--- config.mk ---
export PLATFORM = sky130hd
export DESIGN_NAME = mbscore_rf_bank
export DESIGN_NICKNAME = d
export VERILOG_FILES = /design/src/rtl/mbscore_rf_bank.sv
export SDC_FILE = /design/constraint.sdc
export NUM_CORES = 2
export LEC_CHECK = 0
export CORE_AREA = 2 2 475 477
export CTS_CLUSTER_DIAMETER = 100
export DETAILED_ROUTE_END_ITERATION = 10
export DIE_AREA = 0 0 477 479
export PLACE_DENSITY = 0.58
export SLEW_MARGIN = 20
export SYNTH_ARGS = -nofsm -noshare
export SYNTH_HDL_FRONTEND = slang
export SYNTH_SLANG_ARGS = --single-unit
--- constraint.sdc ---
create_clock -name clk -period 3.84 [get_ports clk]
set_clock_uncertainty 0.05 [all_clocks]
set_input_delay 0.768 -clock clk [delete_from_list [all_inputs] [get_ports clk]]
set_output_delay 0.768 -clock clk [all_outputs]
set_load 0.1 [all_outputs]
--- src/rtl/mbscore_rf_bank.sv ---
// ============================================================================
// mbscore_rf_bank : MBScore GPR/SPR register bank with write bypass and irq entry
// Revision 1.0
// ============================================================================
`default_nettype none

module mbscore_rf_bank #(
  parameter int DATA_W = 32,
  parameter int GPR_AW = 5,
  parameter int SPR_AW = 3
) (
  input  logic              clk,
  input  logic              rst_n,
  input  logic [GPR_AW-1:0] rs_addr,
  input  logic [GPR_AW-1:0] rt_addr,
  output logic [DATA_W-1:0] rs_out,
  output logic [DATA_W-1:0] rt_out,
  input  logic              wa_en,
  input  logic [GPR_AW-1:0] wa_addr,
  input  logic [DATA_W-1:0] wa_data,
  input  logic              wa_lui,
  input  logic              wm_en,
  input  logic [GPR_AW-1:0] wm_addr,
  input  logic [DATA_W-1:0] wm_data,
  input  logic              link_en,
  input  logic [DATA_W-1:0] link_pc,
  input  logic              spr_we,
  input  logic [SPR_AW-1:0] spr_waddr,
  input  logic [DATA_W-1:0] spr_mask,
  input  logic [DATA_W-1:0] spr_wdata,
  input  logic [SPR_AW-1:0] spr_raddr,
  output logic [DATA_W-1:0] spr_out,
  input  logic              irq_req,
  input  logic [DATA_W-1:0] irq_pc,
  input  logic              eret,
  output logic              int_en_n,
  output logic [DATA_W-1:0] epc,
  output logic              irq_taken,
  output logic              irq_pending
);

  localparam int                NGPR   = 2**GPR_AW;
  localparam int                NSPR   = 2**SPR_AW;
  localparam logic [GPR_AW-1:0] LINK_A = '1;

  logic [DATA_W-1:0] gr      [NGPR];
  logic [DATA_W-1:0] spr     [NSPR];
  logic [DATA_W-1:0] spr_nxt [NSPR];
  logic [GPR_AW-1:0] rs_addr_r, rt_addr_r;
  logic [SPR_AW-1:0] spr_raddr_r;
  logic              pending_r, irq_taken_r;

  logic [DATA_W-1:0] wa_val, link_val;
  logic              take;

  assign wa_val   = wa_lui ? DATA_W'({wa_data[15:0], 16'h0000}) : wa_data;
  assign link_val = link_pc + DATA_W'(4);
  assign take     = (irq_req | pending_r) & ~spr[1][0];

  // Value a GPR takes at the next edge: link beats memory beats ALU.
  function automatic logic [DATA_W-1:0] gpr_win(input logic [GPR_AW-1:0] a,
                                                input logic [DATA_W-1:0] cur);
    if (link_en && a == LINK_A) return link_val;
    if (wm_en && wm_addr == a)  return wm_data;
    if (wa_en && wa_addr == a)  return wa_val;
    return cur;
  endfunction

  always_ff @(posedge clk or negedge rst_n) begin
    if (!rst_n) begin
      for (int i = 0; i < NGPR; i++) gr[i] <= '0;
    end else begin
      gr[0] <= '0;
      for (int i = 1; i < NGPR; i++) gr[i] <= gpr_win(GPR_AW'(i), gr[i]);
    end
  end

  always_comb begin
    rs_out = (rs_addr_r == '0) ? '0 : gpr_win(rs_addr_r, gr[rs_addr_r]);
    rt_out = (rt_addr_r == '0) ? '0 : gpr_win(rt_addr_r, gr[rt_addr_r]);
  end

  // Ordering encodes priority: masked write over eret, interrupt entry over both.
  always_comb begin
    for (int a = 0; a < NSPR; a++) begin
      spr_nxt[a] = spr[a];
      if (spr_we && spr_waddr == SPR_AW'(a))
        spr_nxt[a] = (spr[a] & ~spr_mask) | (spr_wdata & spr_mask);
    end
    if (eret && !(spr_we && spr_waddr == SPR_AW'(1) && spr_mask[0]))
      spr_nxt[1][0] = 1'b0;
    if (take) begin
      spr_nxt[0]    = irq_pc;
      spr_nxt[1][0] = 1'b1;
    end
  end

  always_ff @(posedge clk or negedge rst_n) begin
    if (!rst_n) begin
      for (int a = 0; a < NSPR; a++) spr[a] <= '0;
      rs_addr_r   <= '0;
      rt_addr_r   <= '0;
      spr_raddr_r <= '0;
      pending_r   <= 1'b0;
      irq_taken_r <= 1'b0;
    end else begin
      for (int a = 0; a < NSPR; a++) spr[a] <= spr_nxt[a];
      rs_addr_r   <= rs_addr;
      rt_addr_r   <= rt_addr;
      spr_raddr_r <= spr_raddr;
      irq_taken_r <= take;
      if (take)
        pending_r <= 1'b0;
      else if (irq_req)
        pending_r <= 1'b1;
    end
  end

  assign spr_out     = spr[spr_raddr_r];
  assign epc         = spr[0];
  assign int_en_n    = spr[1][0];
  assign irq_taken   = irq_taken_r;
  assign irq_pending = pending_r;

endmodule

`default_nettype wire
==> qor.yml <==
status: "finished, violations left"
violations: "setup timing"
synth.avg_cell_area_um2: 9.21
setup_viol: 64
final_cell_area_um2: 101000
startpoint_type: "flop"
fin_nets: 9194
crit_top_cell: "buf_4"
ys_ff_latch: 1263
dieArea_um2: 228000
power_switching_mw: 18.6
power_density_nw_per_um2: 501
clk_latency_ps: 820
worstSetupPathType: "reg2out"
grt_max_degree: 135
grt_pass1_vias: 72090
core_area_um2: 224000
routedWlPerCell_um: 31.3
routed_wl_mm: 379
worst_slew_pin_slew_ps: 1060
ys.flop_type: "dfrtp_1"
drt_iter0_drc: 10901
final_core_util: 0.454
synthArstFlopShare: 1.00
path_max_fanout: 14
ys_types: 69
num-fill-cells: 20557
syn_nets: 8669
drv_slew: 0
cts_tree: "built"
vias_per_cell: 6.16
rsz0062_at_grt: "yes"
holdWs_ps: 316
clockBufferDepth: 3
hpwl_mm: 249
ys_seq_area_frac: 0.407
arrival_ps: 3750
drv_cap: 0
track_usage: 0.322
cts_root_buf: "clkbuf_16"
pwr-share-clk: 0.294
dp_cells: 11586
reg2reg_slack_ps: 2070
p_int_mw: 32.2
h-tree-depth: 4
drt-pass1-iter-count: 7
ys_warn_count: 0
grt_pass1_wl_mm: 535
placed_cell_area_um2: 90600
cts_made_buffers: 152
total_power_mw: 50.8
max_freq_mhz: 219
slowest_delay_ps: 510
setup_ws_ps: -730
finalHoldViolations: 0
area_delta_synth_final_pct: 30.5
postSynthCellCount: 8441
multi_input_area_um2: 45200
drc: 0
final_common_cell: "nand2_1"
combinationalPowerShare: 0.335
switching_share: 0.366
io_pins: 358
io_buffers: 357
drive_gt1_frac: 0.290
ant_nets: 0
final.min_clock_period_ps: 4570
power.share.sequential: 0.372
vias: 74488
ir_drop_mv: 0.667
crit_slowest_cell: "dfrtp_4"
num_rows: 174
max-slew-margin-rel: 0.292
fin_crit_sh: 1.19
overflow: 0
post_synth_instance_area_um2: 77700
leakage_nw: 40.4
stdcell_count: 12085
synth.top_cell.area_share: 0.407
synth_edf_count: 0
crit_path_end_kind: "output port"
synthTopCellsByArea: "dfrtp_1 41%, mux4_2 16%, a21oi_1 6.7%, o21ai_0 6.7%, nand2_1 6.6%"
hold_path.class: "in2reg"
layout_common_cells: "1324 x nand2_1, 1251 x dfrtp_1, 1027 x o21ai_0"
antenna_found_initial: 18
cp_cell_sequence: "buf_4 -> buf_12 -> buf_4 -> nand2b_1 -> buf_4 -> o22ai_1 -> buf_4 -> nor4b_1 -> o31a_1 -> buf_12"
seq_area_um2: 31600
fp.dieH_um: 479
start_util: 0.348
place_congestion: 1.01
yosysTopAreaCell: "dfrtp_1"
clk_pin_slew_worst_paths_ps: 60
required_ps: 3020
cts_sinks: 1263
die_w_um: 477
## Yosys cell counts, drive strengths merged, types with 8 or more instances
library cell / number
a2bb2oi: 10
and3: 13
nor2b: 54
mux2i: 105
dfrtp: 1263
o21ai: 1041
a211oi: 51
a21oi: 1046
nand2b: 36
a2111oi: 14
nand3: 41
a22o: 18
o22ai: 29
buf: 242
a22oi: 70
nor4: 9
a221oi: 58
nor3: 43
nand4: 15
o311ai: 8
o211ai: 26
nor2: 1078
or2: 13
a221o: 12
and2: 11
mux2: 342
a31oi: 11
clkbuf: 723
or3: 8
xnor2: 17
nand2: 1364
mux4: 543
o2111ai: 19
inv: 12
xor2: 31
o221ai: 25
## kinds of logic (layout without fill, tap and decap cells)
logic type               count (synthesis)  count (layout)  share of synthesized area
flip-flops                            1263            1263                      0.407
AND/OR/NAND/NOR                       2697            2697                      0.138
multiplexers                           990             990                      0.221
XOR/XNOR                                48              48                    0.00541
adder cells (fa/ha/maj)                  1               1                   0.000161
buffers and inverters                  977            1623                     0.0555
other                                    0               6                          0
AO/OA/AOI/OAI                         2465            2465                      0.174
## final timing paths
| kind | start | endpoint | depth (start not counted) |
|---|---|---|---|
| worst min-delay path | spr_raddr[0] | spr_raddr_r[0]$_DFF_PN0_ | 1 |
| worst min register to register | flop | flop | 1 |
| min in group asynchronous | rst_n | gr[445]$_DFFE_PN0P_ | 2 |
| max in group asynchronous | rst_n | asynchronous set/reset pin | 3 |
| worst max register to register | int_en_n$_DFFE_PN0P_ | flop | 4 |
| worst max-delay path | rs_addr_r[3]$_DFF_PN0_ | rs_out[31] | 10 |
## power groups by stage
| stage | Combinational (mW) | Sequential (mW) | Clock [mW] |
|---|---|---|---|
| floorplan | 10.8 | 18.1 | 0 |
| global placement | 15.4 | 18.7 | 0 |
| detailed placement | 15.7 | 19.0 | 0 |
| global route | 17.7 | 19.2 | 15.6 |
| CTS | 16.5 | 18.8 | 15.0 |
| finish | 17.0 | 18.9 | 14.9 |
## repair_timing
action	CTS	global route
gates resized for setup	422	242
setup buffers	118	98
cloned	28	10
hold buffers	1	0
pin swaps	97	131
hold endpoints to repair	57	0
endpoints found under the setup margin	64	64
## through the flow
stage / worst slack [ps] / TNS, ps
6_report: -730 / -34080
5_1_grt: -684 / -36700
4_1_cts: -628 / -33150
3_5_place_dp: -691 / -22990
3_3_place_gp: -736 / -24680
2_1_floorplan: -546 / -3720
## routing by layer
layer | global-route usage | up-vias | wire [um]
met5 | 0 | - | 75
met4 | 0.235 | 12 | 32800
met3 | 0.102 | 1309 | 49000
met2 | 0.468 | 5454 | 161000
met1 | 0.402 | 36661 | 136000
li1 | - | 31052 | -
## worst max-delay path: cells and delay by family (launching register included)
kind,cells,cell delay [ps]
simple gates,2,680
flops,1,510
buf+inv,6,1180
compound gates,2,530
## final cells by class
| class | instances | area share |
|---|---|---|
| Antenna cell | 6 | 0.000148 |
| Clock buffer | 221 | 0.0428 |
| Clock inverter | 54 | 0.00682 |
| Inverter | 12 | 0.000444 |
| Multi-Input combinational cell | 6201 | 0.446 |
| Sequential cell | 1263 | 0.312 |
| Tap cell | 2992 | 0.0369 |
| Timing Repair Buffer | 1336 | 0.155 |
Power figures use the tool's default switching activity.
